[src/rtl/mem_wb_stage_pkg.sv]
// Shared definitions for the MEM/WB retire stage: load funct3 codes, FSM state
// encoding and a small state-decode helper.
package mem_wb_stage_pkg;

   localparam logic [2:0] F3_LB  = 3'b000;
   localparam logic [2:0] F3_LH  = 3'b001;
   localparam logic [2:0] F3_LW  = 3'b010;
   localparam logic [2:0] F3_LBU = 3'b100;
   localparam logic [2:0] F3_LHU = 3'b101;

   typedef enum logic [1:0] {
      WB_IDLE      = 2'b00,
      WB_WAIT_LOAD = 2'b01,
      WB_COMMIT    = 2'b10,
      WB_DRAIN     = 2'b11
   } wb_state_e;

   // The stage takes a new instruction only while idle or retiring the previous one.
   function automatic logic state_can_accept(input wb_state_e s);
      return (s == WB_IDLE) || (s == WB_COMMIT);
   endfunction

endpackage

[src/rtl/mem_wb_stage_load_align.sv]
// Combinational load data alignment: selects the byte/half addressed by addr_i
// from the raw word, extends it per funct3 and flags misaligned accesses.
module mem_wb_stage_load_align
   import mem_wb_stage_pkg::*;
#(
   parameter int XLEN = 32
) (
   input  logic [2:0]      funct3_i,
   input  logic [1:0]      addr_i,
   input  logic [XLEN-1:0] rdata_i,
   output logic [XLEN-1:0] wdata_o,
   output logic            misalign_o
);

   logic [7:0]  byte_s;
   logic [15:0] half_s;

   // Lane select for sub-word loads.
   always_comb begin
      byte_s = rdata_i[{addr_i, 3'b000} +: 8];
      half_s = rdata_i[{addr_i[1], 4'b0000} +: 16];
   end

   // Extension and alignment check; unknown funct3 behaves as a word load.
   always_comb begin
      wdata_o    = rdata_i;
      misalign_o = 1'b0;
      case (funct3_i)
         F3_LB: begin
            wdata_o    = {{(XLEN-8){byte_s[7]}}, byte_s};
            misalign_o = 1'b0;
         end
         F3_LBU: begin
            wdata_o    = {{(XLEN-8){1'b0}}, byte_s};
            misalign_o = 1'b0;
         end
         F3_LH: begin
            wdata_o    = {{(XLEN-16){half_s[15]}}, half_s};
            misalign_o = addr_i[0];
         end
         F3_LHU: begin
            wdata_o    = {{(XLEN-16){1'b0}}, half_s};
            misalign_o = addr_i[0];
         end
         default: begin
            wdata_o    = rdata_i;
            misalign_o = (addr_i != 2'b00);
         end
      endcase
   end

endmodule

[src/rtl/mem_wb_stage.sv]
// MEM/WB retire stage: single-entry buffer, load-response wait with timeout, flush
// draining and registered regfile write / commit outputs.
// Optional macro WB_COMMIT_TRACE_EN adds a commit trace report on every commit.
module mem_wb_stage
   import mem_wb_stage_pkg::*;
#(
   parameter int XLEN         = 32,
   parameter int REG_AW       = 5,
   parameter int LOAD_TIMEOUT = 255
) (
   input  logic              clk,
   input  logic              rst_n,
   input  logic              I_valid,
   output logic              O_ready,
   input  logic [XLEN-1:0]   I_pc,
   input  logic [XLEN-1:0]   I_inst,
   input  logic              I_rd_we,
   input  logic [REG_AW-1:0] I_rd_waddr,
   input  logic [XLEN-1:0]   I_result,
   input  logic              I_is_load,
   input  logic [2:0]        I_funct3,
   input  logic              I_mem_rvalid,
   input  logic [XLEN-1:0]   I_mem_rdata,
   input  logic              I_flush,
   output logic              O_rd_we,
   output logic [REG_AW-1:0] O_rd_waddr,
   output logic [XLEN-1:0]   O_rd_wdata,
   output logic              O_commit,
   output logic [XLEN-1:0]   O_commit_pc,
   output logic [XLEN-1:0]   O_commit_inst,
   output logic              O_exc_misalign,
   output logic              O_exc_timeout
);

   localparam int                CNT_W     = $clog2(LOAD_TIMEOUT + 1);
   localparam logic [CNT_W-1:0]  CNT_ZERO  = {CNT_W{1'b0}};
   localparam logic [CNT_W-1:0]  CNT_ONE   = {{(CNT_W-1){1'b0}}, 1'b1};
   localparam logic [CNT_W-1:0]  CNT_MAX   = CNT_W'(LOAD_TIMEOUT);
   localparam logic [REG_AW-1:0] ZERO_REG  = {REG_AW{1'b0}};
   localparam logic [XLEN-1:0]   ZERO_WORD = {XLEN{1'b0}};

   wb_state_e         state_q, state_d;
   logic [CNT_W-1:0]  cnt_q, cnt_d;

   logic [XLEN-1:0]   pc_q, pc_d;
   logic [XLEN-1:0]   inst_q, inst_d;
   logic              rd_we_q, rd_we_d;
   logic [REG_AW-1:0] waddr_q, waddr_d;
   logic [2:0]        f3_q, f3_d;
   logic [1:0]        off_q, off_d;

   logic              commit_q, commit_d;
   logic              out_we_q, out_we_d;
   logic [REG_AW-1:0] out_waddr_q, out_waddr_d;
   logic [XLEN-1:0]   out_wdata_q, out_wdata_d;
   logic [XLEN-1:0]   out_pc_q, out_pc_d;
   logic [XLEN-1:0]   out_inst_q, out_inst_d;
   logic              exc_mis_q, exc_mis_d;
   logic              exc_to_q, exc_to_d;

   logic              ready_s;
   logic              accept_s;
   logic              mis_acc_s;
   logic              timeout_s;
   logic [2:0]        al_f3_s;
   logic [1:0]        al_off_s;
   logic [XLEN-1:0]   al_wdata_s;
   logic              al_mis_s;

   // The aligner checks the incoming instruction at accept and formats the response while waiting.
   always_comb begin
      if (state_q == WB_WAIT_LOAD) begin
         al_f3_s  = f3_q;
         al_off_s = off_q;
      end else begin
         al_f3_s  = I_funct3;
         al_off_s = I_result[1:0];
      end
   end

   mem_wb_stage_load_align #(
      .XLEN (XLEN)
   ) u_load_align (
      .funct3_i   (al_f3_s),
      .addr_i     (al_off_s),
      .rdata_i    (I_mem_rdata),
      .wdata_o    (al_wdata_s),
      .misalign_o (al_mis_s)
   );

   assign ready_s   = state_can_accept(state_q);
   assign accept_s  = I_valid && ready_s && !I_flush;
   assign mis_acc_s = I_is_load && al_mis_s;
   assign timeout_s = (cnt_q == CNT_MAX);

   // State and datapath registers.
   always_ff @(posedge clk or negedge rst_n) begin
      if (!rst_n) begin
         state_q     <= WB_IDLE;
         cnt_q       <= CNT_ZERO;
         pc_q        <= ZERO_WORD;
         inst_q      <= ZERO_WORD;
         rd_we_q     <= 1'b0;
         waddr_q     <= ZERO_REG;
         f3_q        <= 3'b000;
         off_q       <= 2'b00;
         commit_q    <= 1'b0;
         out_we_q    <= 1'b0;
         out_waddr_q <= ZERO_REG;
         out_wdata_q <= ZERO_WORD;
         out_pc_q    <= ZERO_WORD;
         out_inst_q  <= ZERO_WORD;
         exc_mis_q   <= 1'b0;
         exc_to_q    <= 1'b0;
      end else begin
         state_q     <= state_d;
         cnt_q       <= cnt_d;
         pc_q        <= pc_d;
         inst_q      <= inst_d;
         rd_we_q     <= rd_we_d;
         waddr_q     <= waddr_d;
         f3_q        <= f3_d;
         off_q       <= off_d;
         commit_q    <= commit_d;
         out_we_q    <= out_we_d;
         out_waddr_q <= out_waddr_d;
         out_wdata_q <= out_wdata_d;
         out_pc_q    <= out_pc_d;
         out_inst_q  <= out_inst_d;
         exc_mis_q   <= exc_mis_d;
         exc_to_q    <= exc_to_d;
      end
   end

   // Next-state logic; a flush that coincides with the response consumes it directly.
   always_comb begin
      state_d = state_q;
      case (state_q)
         WB_IDLE, WB_COMMIT: begin
            if (accept_s) begin
               if (I_is_load && !al_mis_s) begin
                  state_d = WB_WAIT_LOAD;
               end else begin
                  state_d = WB_COMMIT;
               end
            end else begin
               state_d = WB_IDLE;
            end
         end
         WB_WAIT_LOAD: begin
            if (I_flush) begin
               state_d = I_mem_rvalid ? WB_IDLE : WB_DRAIN;
            end else if (I_mem_rvalid || timeout_s) begin
               state_d = WB_COMMIT;
            end else begin
               state_d = WB_WAIT_LOAD;
            end
         end
         WB_DRAIN: begin
            if (I_mem_rvalid || timeout_s) begin
               state_d = WB_IDLE;
            end else begin
               state_d = WB_DRAIN;
            end
         end
         default: state_d = WB_IDLE;
      endcase
   end

   // Buffer, timeout counter and next commit-output values; outputs are zero outside COMMIT.
   always_comb begin
      pc_d        = pc_q;
      inst_d      = inst_q;
      rd_we_d     = rd_we_q;
      waddr_d     = waddr_q;
      f3_d        = f3_q;
      off_d       = off_q;
      cnt_d       = cnt_q;
      commit_d    = 1'b0;
      out_we_d    = 1'b0;
      out_waddr_d = ZERO_REG;
      out_wdata_d = ZERO_WORD;
      out_pc_d    = ZERO_WORD;
      out_inst_d  = ZERO_WORD;
      exc_mis_d   = 1'b0;
      exc_to_d    = 1'b0;
      case (state_q)
         WB_IDLE, WB_COMMIT: begin
            if (accept_s) begin
               pc_d    = I_pc;
               inst_d  = I_inst;
               rd_we_d = I_rd_we;
               waddr_d = I_rd_waddr;
               f3_d    = I_funct3;
               off_d   = I_result[1:0];
               cnt_d   = CNT_ZERO;
               if (!I_is_load || mis_acc_s) begin
                  commit_d    = 1'b1;
                  out_we_d    = I_rd_we && (I_rd_waddr != ZERO_REG) && !mis_acc_s;
                  out_waddr_d = I_rd_waddr;
                  out_wdata_d = I_result;
                  out_pc_d    = I_pc;
                  out_inst_d  = I_inst;
                  exc_mis_d   = mis_acc_s;
               end else begin
                  commit_d = 1'b0;
               end
            end else begin
               cnt_d = cnt_q;
            end
         end
         WB_WAIT_LOAD: begin
            if (I_flush) begin
               cnt_d = CNT_ZERO;
            end else if (I_mem_rvalid) begin
               commit_d    = 1'b1;
               out_we_d    = rd_we_q && (waddr_q != ZERO_REG);
               out_waddr_d = waddr_q;
               out_wdata_d = al_wdata_s;
               out_pc_d    = pc_q;
               out_inst_d  = inst_q;
            end else if (timeout_s) begin
               commit_d    = 1'b1;
               out_waddr_d = waddr_q;
               out_pc_d    = pc_q;
               out_inst_d  = inst_q;
               exc_to_d    = 1'b1;
            end else begin
               cnt_d = cnt_q + CNT_ONE;
            end
         end
         WB_DRAIN: begin
            if (I_mem_rvalid || timeout_s) begin
               cnt_d = CNT_ZERO;
            end else begin
               cnt_d = cnt_q + CNT_ONE;
            end
         end
         default: cnt_d = CNT_ZERO;
      endcase
   end

   assign O_ready        = ready_s;
   assign O_commit       = commit_q;
   assign O_rd_we        = out_we_q;
   assign O_rd_waddr     = out_waddr_q;
   assign O_rd_wdata     = out_wdata_q;
   assign O_commit_pc    = out_pc_q;
   assign O_commit_inst  = out_inst_q;
   assign O_exc_misalign = exc_mis_q;
   assign O_exc_timeout  = exc_to_q;

`ifdef WB_COMMIT_TRACE_EN
   // Report every retiring instruction to the difftest harness.
   always_ff @(posedge clk) begin
      if (commit_q) begin
         $display("commit_trace pc=%h inst=%h rd_we=%b waddr=%0d wdata=%h",
                  out_pc_q, out_inst_q, out_we_q, out_waddr_q, out_wdata_q);
      end
   end
`endif

endmodule

[config.mk]
export PLATFORM = sky130hd
export DESIGN_NAME = mem_wb_stage
export DESIGN_NICKNAME = d
export VERILOG_FILES = /design/src/rtl/mem_wb_stage_pkg.sv /design/src/rtl/mem_wb_stage_load_align.sv /design/src/rtl/mem_wb_stage.sv
export SDC_FILE = /design/constraint.sdc
export NUM_CORES = 1
export LEC_CHECK = 0
export ABC_AREA = 0
export CAP_MARGIN = 30
export CORE_ASPECT_RATIO = 1.2
export CORE_MARGIN = 3
export CORE_UTILIZATION = 40
export CTS_CLUSTER_SIZE = 24
export DETAILED_ROUTE_END_ITERATION = 8
export GPL_ROUTABILITY_DRIVEN = 0
export PLACE_DENSITY = 0.69
export SYNTH_ARGS = -nofsm -noshare
export SYNTH_HDL_FRONTEND = slang
export SYNTH_SLANG_ARGS = --single-unit
[constraint.sdc]
create_clock -name clk -period 3.7 [get_ports clk]
set_clock_uncertainty 0.15 [all_clocks]
set_input_delay 0.555 -clock clk [delete_from_list [all_inputs] [get_ports clk]]
set_output_delay 0.555 -clock clk [all_outputs]
set_load 0.005 [all_outputs]
# Yosys cells after proc, flatten, opt, wreduce, memory -nomap -nowiden
# Cells that the tools add are included.
[op_classes]
n_addsub = 1
n_eq_ne = 10
shift = 2
mux = 57
reduce_logical = 24
[op_table]
columns = ["op", "n"]
rows = [
  ["32-bit two-way mux", 14],
  ["32-bit one-hot mux with 2 select lines", 3],
  ["32-bit one-hot mux with 4 select lines", 1],
  ["8-bit two-way mux", 5],
  ["32-bit by 6-bit variable part select with 16-bit output", 1],
  ["32-bit by 6-bit variable part select with 8-bit output", 1],
  ["5-bit two-way mux", 5],
  ["8-bit one-hot mux with 3 select lines", 1],
  ["1-bit two-way mux", 15],
  ["2-bit two-way mux", 7],
  ["5-bit one-hot mux with 2 select lines", 1],
  ["5-bit nonzero test", 2],
  ["8-bit by 1-bit adder with 8-bit output, second input constant", 1],
  ["8-bit == test, second input constant", 1],
  ["1-bit logical AND", 7],
  ["3-bit == test, second input constant", 2],
  ["3-bit inequality test, second input constant", 2],
  ["1-bit one-hot mux with 2 select lines", 3],
  ["2-bit one-hot mux with 3 select lines", 1],
  ["2-bit OR reduction", 3],
  ["2-bit == test, second input constant", 2],
  ["1-bit zero test", 4],
  ["3-bit by 1-bit == test with 1-bit output, second input constant", 1],
  ["3-bit zero test", 1],
  ["8 further kinds", 10],
]
[totals]
ff_bits = 190
inputBits = 143
out_inout_bits = 106
wordCells = 110

# Longest topological paths before layout
[logic_depth]
ltp_word = 11
ltp_mapped = 10
ltp_nobuf = 7

# Hierarchy
# A second synthesis with hierarchy kept.
[unflattened]
cells_unflattened = 603
area_unflattened_um2 = 7998.9
[modules_own_cells]
columns = ["mod", "n_inst", "cells_per_inst", "area_per_inst_um2", "seq_area_each_um2"]
rows = [
  ["mem_wb_stage", 1, 480, 7324.5, 4754.6],
  ["mem_wb_stage_load_align", 1, 123, 674.4, 0.0],
]

# Worst setup path after synthesis
# No wires, ideal clock.
[synth_timing]
path_type = "in2reg"
startpoint = "input port I_flush"
endpoint = "register pc_q[28]"
arrival_ns = 1.944
setup_slack_ns = 1.482
path_stages = 6
n_path_buf = 3
cell_sequence = "inv_1 and3_1 clkbuf_1 clkbuf_1 clkbuf_1 mux2_2"
[synth_via]
elab_chain_cells = 3
[synth_rtl]
columns = ["item", "line", "source"]
rows = [
  ["start, declared", "mem_wb_stage.sv:24", "input logic I_flush,"],
  ["1-bit zero test", "mem_wb_stage.sv:92", "assign accept_s = I_valid && ready_s && !I_flush;"],
  ["1-bit logical AND", "mem_wb_stage.sv:92", ""],
  ["2-bit AND reduction (no source line)", "n/a", ""],
  ["end signal, assigned", "mem_wb_stage.sv:118", "pc_q <= pc_d;"],
  ["end, declared", "mem_wb_stage.sv:45", "logic [XLEN-1:0] pc_q, pc_d;"],
]
# Every way passes these cells.
# A chain may end at the register's enable or synchronous reset.

# Worst setup path in the final report
[layout_timing]
startpoint = "register state_q[1]"
endpoint = "register out_wdata_q[31], in the netlist O_rd_wdata[31]"
[layout_via]
elab_chain_cells = 10
[layout_rtl]
columns = ["item", "line", "source"]
rows = [
  ["start, declared", "mem_wb_stage.sv:42", "wb_state_e state_q, state_d;"],
  ["start signal, assigned", "mem_wb_stage.sv:116", "state_q <= state_d;"],
  ["branches (longest 9 deep; another with 32-bit by 6-bit variable part select with 16-bit output)", "n/a", ""],
  ["32-bit one-hot mux with 2 select lines (*)", "mem_wb_stage.sv:187", "case (state_q)"],
  ["named net out_wdata_d[31]", "mem_wb_stage.sv:55", "logic [XLEN-1:0] out_wdata_q, out_wdata_d;"],
  ["end signal, assigned", "mem_wb_stage.sv:127", "out_wdata_q <= out_wdata_d;"],
  ["end, declared", "mem_wb_stage.sv:55", ""],
]
# Mark *: on every way through the listed nets, which the timed path passes.

==> results.md <==
- Register area share after synthesis: around three fifths
- Initial drt markers: about 340
- Crit path buffers/inverters: 1
- Placed Area: between 10,000 and 15,000 um^2
- Die Area: between 20,000 and 25,000 um^2
- Pwr per Cell Area: between 400 and 500 nW/um^2
- Total negative slack: 0 ns
- Status: completed
- Simple-Gate Fraction of Synth Area: 5.41%
- Top FF cell, synth: dfrtp_1
- Average size of a mapped cell: 13.6 um^2
- DP Wirelength: 16,000 um
- Via count: about 6.0k
- CTS hold repair buffers: 0
- EDFF count, synth: 0
- Count of warnings emitted by yosys: 0
- Cell family with most CP delay: compound AO/OA/AOI/OAI gates
- DR WL met3: 2290 um
- Final Hold Viols: 0
- Synthesized flop and latch total: between 150 and 200
- Reg-to-Reg End: O_rd_wdata[31]
- Worst-margin pin slew: 0.844 ns
- DRC: 0
- Req. time, crit path: ~3.8 ns
- Mux cell area share after synthesis: 12.8%
- Async set-reset flop share out of synthesis: 100%
- P&R area growth vs syn: 40.7%
- Max_cap viols: 0
- VDD IR max: 0.000285 V
- Period utilization: around 75%
- Root buf cell: clkbuf_16
- Routed Wire Length: around 23,000 um
- Gate Count Post-Synth: roughly 590
- Mean number of vias per cell: around 5.5
- IO Port Bufs: 248
- H-tree depth: 4
- Xor/xnor share of the synthesized area: 0%
- TritonCTS clock tree: built
- Hold Crit Class: in2async
- # IOs: approximately 250
- Cell count along the critical path: 6
- Clk_lat worst skew: between 0.4 and 0.5 ns
- R2r setup slk: roughly 0.91 ns
- Die Ht: 161 um
- RSZ-0062 raised after global routing: false
- Synth Area in Adders: less than 1%
- Worst setup startpoint: state_q[1]
- ANT cells: 0
- Drt wl/cell: approximately 21 um
- Gr ovfl total: 0
- Vias in the first global route: between 6k and 7k
- Post-CTS setup buffers: 0
- Reg2reg start: state_q[1]
- Clk sinks: 190
- Initial Util: between 40% and 50%
- Clk buf depth: 2
- Peak Freq: roughly 360 MHz
- Critical path launch point type: flip-flop
- TritonRoute pass-1 iters: 5
- Clk slew on worst S/H paths: around 0.07 ns
- Leak: around 4.6 nW
- Placed cells: 1,060
- Post-layout nets: 962
- Post-synth cell types: 52
- Most frequent cells in the layout: clkdlybuf4s50_1, dfrtp_1, mux2_2, a32o_1, o21ai_0
- Top sig layer: met5
- Setup-failing EPs final: 0
- Crit path max-delay cell type: o21ai_4
- Num rows: between 50 and 60
- Worst Setup EP: O_rd_wdata[31]
- Main combinational cell family by area after synthesis: compound AO/OA/AOI/OAI gates
- Kind of end point of the critical path: flip-flop
- Total global-route track usage: a little over a fifth
- Non-filler instance count after layout: between 1k and 1.5k
- Design Power: ~5.1 mW
- CP cell instances: nand2b_1 > mux2i_4 > buf_4 > o31ai_2 > o21ai_4 > o2bb2ai_1
- Largest net degree at the start of global routing: 105
- Met1 wire length: about 8400 um
- First-pass GRT wire length: ~36,000 um
- Antenna violations before repair: 1
- Worst setup path category: reg2reg
- Routed Antenna Nets: 0
- Final design area excluding fillers: around 11,000 um^2
- R2R depth: 6
- Core area: a little under 20,000 um^2
- Die width: 135 um
- PostCTS Resize Cnt: 0
- Normalized max-slew margin: 43.4%
- Leading cell type in the layout, fill and taps excluded: clkdlybuf4s50_1
- Cell Area, Synth: 8000 um^2
- Crit path largest cell delay: 0.52 ns
- Layout cells sized above 1: between 15 and 20%
- Crit-path max FO: 32
- Max Transition Viols Final: 0
- Final min period: roughly 2.8 ns
- CTS buffer count: 17
- CP arrival: 2.92 ns
- Met2 WL: approximately 11,000 um
- Syn Nets: approximately 730
- Compound-Gate Fraction of Synth Area: 18.4%
sequential cells by signal, summed over array words and instances (netlist names), 5 cells and up:
signal         flops
inst_q            32
O_rd_waddr         5
O_commit_pc       32
pc_q              32
cnt_q              8
O_rd_wdata        32
O_commit_inst     32
waddr_q            5
cell usage after synthesis (4+ instances only):
master     number  share of area [%]
o21a_1         10               0.94
and3_1          4               0.31
o2bb2ai_1      21                2.3
buf_4           8               0.75
a21oi_1         8               0.50
dfrtp_1       190                 59
mux2_2         77                 11
o31ai_1         5               0.47
o2bb2ai_2      10                1.9
o21ai_0        28                1.8
a32o_1         64                8.0
nand3_1         9               0.56
clkbuf_1       27                1.3
a22o_1          6               0.66
nand2b_1        4               0.31
inv_1           4               0.19
nor2_1         25                1.2
buf_2           5               0.31
mux2i_1        10                1.3
or3_1           5               0.39
nand2_1        23                1.1
power by group:
| part | internal (mW) | switching [mW] | total [mW] |
|---|---|---|---|
| Sequential | 2.30 | 0.118 | 2.42 |
| Clock | 0.975 | 0.847 | 1.82 |
| Combinational | 0.488 | 0.359 | 0.847 |
cell families after synthesis:
kind of cell | count (synthesis)
multiplexers | 90
buffers and inverters | 52
flip-flops | 190
adder cells (fa/ha/maj) | 1
AO/OA/AOI/OAI | 167
AND/OR/NAND/NOR | 87
final cells by class:
| type | count | area [um^2] |
|---|---|---|
| inverter | 4 | 15.0 |
| sequential | 190 | 4750 |
| clock inverter | 13 | 151 |
| fill | 1635 | 8370 |
| timing repair buffer | 260 | 2610 |
| clock buffer | 18 | 439 |
| tap | 261 | 327 |
| multi-input combinational | 345 | 2950 |
metal layers:
layer / track usage, % / up-vias
li1: - / 2694
met2: 34.9 / 285
met3: 8.02 / 39
met4: 8.75 / 2
met5: 0 / -
met1: 24.0 / 3011
worst min path at each step:
stage                  start             end  slack [ns]
floorplan              rst_n        O_commit        0.11
global placement    cnt_q[7]        cnt_q[7]        0.31
detailed placement   pc_q[9]  O_commit_pc[9]        0.32
CTS                    rst_n        O_commit        0.11
global route           rst_n        O_commit        0.13
finish                 rst_n       inst_q[8]        0.06
per-stage QoR:
stage | utilization, % | hold slack, ns | setup slack [ns]
finish | 57.4 | 0.0625 | 0.910
global route | 57.4 | 0.129 | 0.774
CTS | 57.4 | 0.108 | 0.919
detailed placement | 54.3 | 0.325 | 0.839
global placement | 54.3 | 0.312 | 0.946
floorplan | - | 0.109 | 1.48
No activity file was read; power rests on OpenSTA's default activity.
